`config.mk`:
```
export PLATFORM = sky130hd
export DESIGN_NAME = nibble_serial_add_seq
export DESIGN_NICKNAME = d
export VERILOG_FILES = /design/src/rtl/nibble_serial_add_seq.sv
export SDC_FILE = /design/constraint.sdc
export NUM_CORES = 1
export LEC_CHECK = 0
export ABC_AREA = 1
export CAP_MARGIN = 20
export CORE_ASPECT_RATIO = 1.25
export CORE_MARGIN = 2
export CORE_UTILIZATION = 49
export DETAILED_ROUTE_END_ITERATION = 8
export HOLD_SLACK_MARGIN = 0.15
export PLACE_DENSITY = 0.8
export SKIP_LAST_GASP = 1
export SLEW_MARGIN = 40
export SYNTH_ARGS = -nofsm -noshare
export SYNTH_HDL_FRONTEND = slang
export SYNTH_SLANG_ARGS = --single-unit
```
`constraint.sdc`:
```
create_clock -name clk -period 1.8 [get_ports clk]
set_clock_uncertainty 0.1 [all_clocks]
set_input_delay 0.45 -clock clk [delete_from_list [all_inputs] [get_ports clk]]
set_output_delay 0.45 -clock clk [all_outputs]
set_load 0.01 [all_outputs]
```
`src/rtl/nibble_serial_add_seq.sv`:
```
// Serial WIDTH-bit adder sequencer driving an external 4-bit combinational adder slice,
// LSB nibble first. Define OVERFLOW_FLAG_EN to add the signed-overflow output ovf.
module nibble_serial_add_seq #(
   parameter int WIDTH = 16
) (
   input  logic             clk,
   input  logic             rst_n,
   input  logic             in_valid,
   output logic             in_ready,
   input  logic [WIDTH-1:0] in_a,
   input  logic [WIDTH-1:0] in_b,
   input  logic             in_cin,
   output logic [3:0]       add_a,
   output logic [3:0]       add_b,
   output logic             add_cin,
   input  logic [3:0]       add_s,
   input  logic             add_cout,
   output logic             out_valid,
   input  logic             out_ready,
   output logic [WIDTH-1:0] sum,
   output logic             cout,
`ifdef OVERFLOW_FLAG_EN
   output logic             ovf,
`endif
   output logic [1:0]       dbg_state
);

   localparam int NSLICE = WIDTH / 4;
   localparam int CW     = (NSLICE > 1) ? $clog2(NSLICE) : 1;

   localparam logic [1:0] IDLE = 2'd0;
   localparam logic [1:0] RUN  = 2'd1;
   localparam logic [1:0] DONE = 2'd2;

   logic [1:0]       state;
   logic [WIDTH-1:0] a_sh;
   logic [WIDTH-1:0] b_sh;
   logic [WIDTH-1:0] res;
   logic [WIDTH-1:0] res_shift;
   logic             carry;
   logic [CW-1:0]    cnt;
   logic             run;
`ifdef OVERFLOW_FLAG_EN
   logic             a_msb;
   logic             b_msb;
`endif

   // Handshakes: a transfer happens on a rising edge where valid && ready are both high.
   // in_ready comes from the registered state alone; out_valid with sum/cout/ovf holds
   // stable until out_ready is seen.
   assign run       = (state == RUN);
   assign in_ready  = (state == IDLE);
   assign out_valid = (state == DONE);
   assign dbg_state = state;

   assign add_a   = run ? a_sh[3:0] : 4'd0;
   assign add_b   = run ? b_sh[3:0] : 4'd0;
   assign add_cin = run ? carry : 1'b0;

   assign sum  = out_valid ? res : '0;
   assign cout = out_valid ? carry : 1'b0;

`ifdef OVERFLOW_FLAG_EN
   assign ovf = out_valid && (a_msb == b_msb) && (res[WIDTH-1] != a_msb);
`endif

   // Each new slice sum enters at the top, so after NSLICE steps nibble 0 sits at the bottom.
   generate
      if (WIDTH > 4) begin : g_wide
         assign res_shift = {add_s, res[WIDTH-1:4]};
      end else begin : g_narrow
         assign res_shift = add_s;
      end
   endgenerate

   always_ff @(posedge clk or negedge rst_n) begin
      if (!rst_n) begin
         state <= IDLE;
         a_sh  <= '0;
         b_sh  <= '0;
         res   <= '0;
         carry <= 1'b0;
         cnt   <= '0;
`ifdef OVERFLOW_FLAG_EN
         a_msb <= 1'b0;
         b_msb <= 1'b0;
`endif
      end else begin
         case (state)
            IDLE: begin
               if (in_valid) begin
                  a_sh  <= in_a;
                  b_sh  <= in_b;
                  carry <= in_cin;
                  cnt   <= '0;
`ifdef OVERFLOW_FLAG_EN
                  a_msb <= in_a[WIDTH-1];
                  b_msb <= in_b[WIDTH-1];
`endif
                  state <= RUN;
               end
            end
            RUN: begin
               res   <= res_shift;
               carry <= add_cout;
               a_sh  <= a_sh >> 4;
               b_sh  <= b_sh >> 4;
               cnt   <= cnt + 1'b1;
               if (cnt == CW'(NSLICE - 1)) state <= DONE;
            end
            DONE: begin
               if (out_ready) state <= IDLE;
            end
            default: state <= IDLE;
         endcase
      end
   end

endmodule

```
* Word-level counts from Yosys, hierarchy flattened
Cells that the tools add are included.
** Operators by class
- Add/sub/neg operators :: 1
- Eq/ne operators :: 6
- Multiplexer cells :: 17
- Reduce and logical (&&, ||, !) cells :: 4
** Operators with widths (number)
- one-hot mux 16 bit (2 select lines) :: 2
- two-way mux 16 bit :: 3
- two-way mux 2 bit :: 4
- two-way mux 4 bit :: 2
- one-hot mux 2 bit (3 select lines) :: 1
- == test 2 bit, second input constant :: 2
- inequality test 2 x 1 -> 1 bit, second input constant :: 2
- one-hot mux 2 bit (2 select lines) :: 1
- two-way mux 1 bit :: 3
- AND reduction 3 bit :: 1
- adder 2 x 1 -> 2 bit, second input constant :: 1
- == test 2 x 1 -> 1 bit, second input constant :: 1
- zero test 2 bit :: 1
- inequality test 2 bit, second input constant :: 1
- one-hot mux 1 bit (2 select lines) :: 1
- AND reduction 2 bit :: 1
- nonzero test 2 bit :: 1
** Storage, ports and cells
- Register bits :: 53
- Output and inout port bits :: 30
- Word-level logic and storage cells :: 34

* Longest topological paths before layout
- Word-level depth :: 3
- Depth in mapped cells :: 6

* Worst setup path after synthesis
OpenSTA, ideal clock, no wires.
- Path type :: register to output
- Start point :: register state[1] (netlist: dbg_state[1])
- End point :: output port add_a[0]
- Arrival time :: 1083 ps
- Path slack :: 167 ps
- Cell stages (with the launch flop) :: 6
- Path buffers :: 2
- Cells stage by stage :: dfrtp_1 -> inv_2 -> nand2_4 -> buf_6 -> buf_4 -> nor2_1
** Between the ends
- Cells in the longest elaborated chain, start to end :: 2
** Ends and longest elaborated chain
- start, declared :: RTL line 35 : logic [1:0] state;
- start signal, assigned :: RTL line 78 : state <= IDLE;
- start signal, assigned :: RTL line 100 : state <= RUN;
- start signal, assigned :: RTL line 109 : if (cnt == CW'(NSLICE - 1)) state <= DONE;
- == test 2 x 1 -> 1 bit :: RTL line 51 : assign run = (state == RUN);
- two-way mux 4 bit :: RTL line 56 : assign add_a = run ? a_sh[3:0] : 4'd0;
- end, declared :: RTL line 13 : output logic [3:0] add_a,
Every way passes these cells.

* Worst setup path after layout
- Start point :: register state[0] (netlist: dbg_state[0])
- End point :: output port dbg_state[0]
** RTL lines
- end, declared :: RTL line 25 : output logic [1:0] dbg_state
No word-level cell between the ends.

==> impl_results.md <==
* Period utilization at 1.05
* RD Place Congestion at 0.784
* DP Worst Slack at -0.236 ns
* Die ar. at 6240 µm²
* Fin. Hold Viols at 0
* Chip width at between 70 and 80 µm
* Die height at 87.8 µm
* Vias in the first global route at 2381
* FILL cells at roughly 430
* YS warnings at 0
* Area grow syn2layout at 38.9%
* TritonCTS buffer count at 5
* Crit path DAT at 1.34 ns
* Slew Viols, Final at 0
* Diodes inserted at 0
* Synth unique cells at 19
* Failing checks: setup timing
* Post-route worst setup slack at -0.0884 ns
* Fin crit period at 1.89 ns
* GRT Overall Usage at 0.219
* Register area share after synthesis at 0.481
* Hold Crit Class: register to register
* Leakage power at 2.07 nW
* R2r startpoint: dbg_state[0]
* Max-slew headroom at 0.672
* Worst reg2reg path depth at 7
* CP Buf/Inv Count at 3
* Commonest non-fill, non-tap cell in the layout: nand2_1
* Final wirelength at 6.46 mm
* FMAX at 530 MHz
* Starting Density at 0.506
* Mean post-synth cell area at about 7.5 µm²
* Measured slew at the worst slew-check pin at 0.491 ns
* Final setup vio count at 10
* Post-Place Cells at 499
* # DRC at 0
* Clock latency on the worst-skew pair at 0.31 ns
* Yosys reg bits at 53
* Worst path max stage delay at 0.48 ns
* Worst Min Path Start: res[4]
* Multi-input gate area at 1070 µm²
* Initial DRC count at roughly 140
* Pwr dens at 1740 nW/µm²
* Via density at 4.84
* Share of cells above drive strength 1 at 0.206
* Netlist Area Pre-Place at 2760 µm²
* Worst path depth at 3
* Hold Crit Depth at 2
* Core Area at between 5000 and 6000 µm²
* H-tree depth at 2
* Setup CP Type: register to output pin
* Antenna violations before repair at 0
* Net Count, Synth at 409
* Clock sink count at 53
* Placed wire-length estimate at 4.19 mm
* Worst Setup End Kind: output pin
* Worst setup startpoint: dbg_state[0]
* PortBufs at 71
* IO Count at 72
* Most used cell, CP: buf_4
* Status: finished with violations
* Peak fanout along the critical path at 4
* Finished Layout Cells at roughly 520
* Leading cell types in the layout, fill and taps excluded: 102 x nand2_1, 76 x inv_1, 52 x dfrtp_1
* CP delay by family, top: buffers and inverters
* CP max stage cell: dfrtp_2
* Max-Cap Viols at 0
* DRT Pass-1 Iters at 5
* Grt ovf at 0
* Largest net degree at the start of global routing at 35
* Clk root buf: clkbuf_8
* Post-Syn Instances at between 300 and 400
* Final nets at 499
* Worst-path clk slew at 0.10 ns
* Critical path, cell by cell: buf_4 -> buf_4 -> dlygate4sd2_1
* Vias at 2521
* Worst VDD drop at 0.801 mV
* Seq. cell area at 1330 µm²
* Routed wire per std cell at 12.4 µm
* Row cnt at 30
* Longest Clk Path Bufs at 2
* Req. time, crit path at 1.25 ns
* TritonCTS clock tree: done
* RSZ-0062 raised after global routing: yes
* CP Launch Type: register
* Global-route wire length before repair at 10.9 mm
* Antenna Nets Post-Route at 0
logic make-up (layout without fill, tap and decap cells):
family	after synthesis	in the layout	share of synthesized area
AO/OA/AOI/OAI	27	27	0.0495
adder cells (fa/ha/maj)	1	1	0.00454
buffers and inverters	98	188	0.166
flip-flops	53	53	0.481
AND/OR/NAND/NOR	187	188	0.299
metal layers:
layer / track usage / up-vias / part of all wire
met5: 0 / - / 0
met3: 0.0357 / 7 / 0.044
met2: 0.377 / 72 / 0.53
li1: - / 1270 / -
met4: 0.0703 / 0 / 0.014
met1: 0.285 / 1172 / 0.41
worst register-to-register path, cell delays in order, from the launching register on:
cell	delay [ns]
dfrtp_2	0.48
nand2_4	0.14
buf_4	0.16
buf_4	0.29
nand2_2	0.15
buf_12	0.17
nand3_1	0.08
nand2_1	0.06
Yosys cell counts (all sizes together):
library cell,number,area (µm²)
o22ai,1,6.26
inv,78,293
nand2,106,418
nand3,51,285
nor2,30,120
dfrtp,53,1330
ha,1,12.5
a21oi,1,5.00
o21ai,25,125
buf,20,164
where the power goes:
group          internal [mW]  switching, mW  leakage, nW
Sequential              1.76          0.303        0.658
Clock                  0.454          0.383       0.0585
Combinational           1.67           2.07         1.36
Total                   3.88           2.76         2.07
path summary, 6_finish.rpt:
kind / endpoint / slack, ns
worst max register to register: b_sh[10] / 0.05
worst min-delay path: res[4] / 0.40
worst max-delay path: dbg_state[0] / -0.09
min in group asynchronous: res[0] / 0.52
worst min register to register: res[4] / 0.40
max in group asynchronous: dbg_state[0] / 0.51
state kept, by name, indices dropped and copies added, names as in the netlist:
signal / flops
res: 16
cnt: 2
dbg_state: 2
carry: 1
a_sh: 16
b_sh: 16
per-stage QoR:
stage	power (mW)	hold WS [ns]	area [µm²]	util	TNS, ns
after detailed placement	5.23	0.337	3560	0.654	-4.17
after CTS	6.33	0.402	3770	0.692	-1.90
after floorplan	4.16	0.0544	2760	-	0
after global placement	5.10	0.335	3560	0.654	-2.73
final	6.64	0.396	3830	0.703	-0.301
after global routing	7.23	0.426	3830	0.703	-1.11
cell type report:
type                    instances  area share
repair buffers                102       0.243
well taps                      64      0.0209
clock inverters                 1     0.00785
flip-flops and latches         53       0.347
inverters                      78      0.0778
clock buffers                   7      0.0226
multi-input cells             216       0.281
what timing repair did:
item / 4_1_cts / 5_1_grt
endpoints found under the hold margin: 19 / 0
pin swaps: 2 / 0
gates resized for setup: 77 / 69
cloned: 2 / 0
endpoints found under the setup margin: 30 / 28
hold buffers: 1 / 0
buffers inserted: 7 / 5
Note: power is estimated with default switching activity, not from simulation.
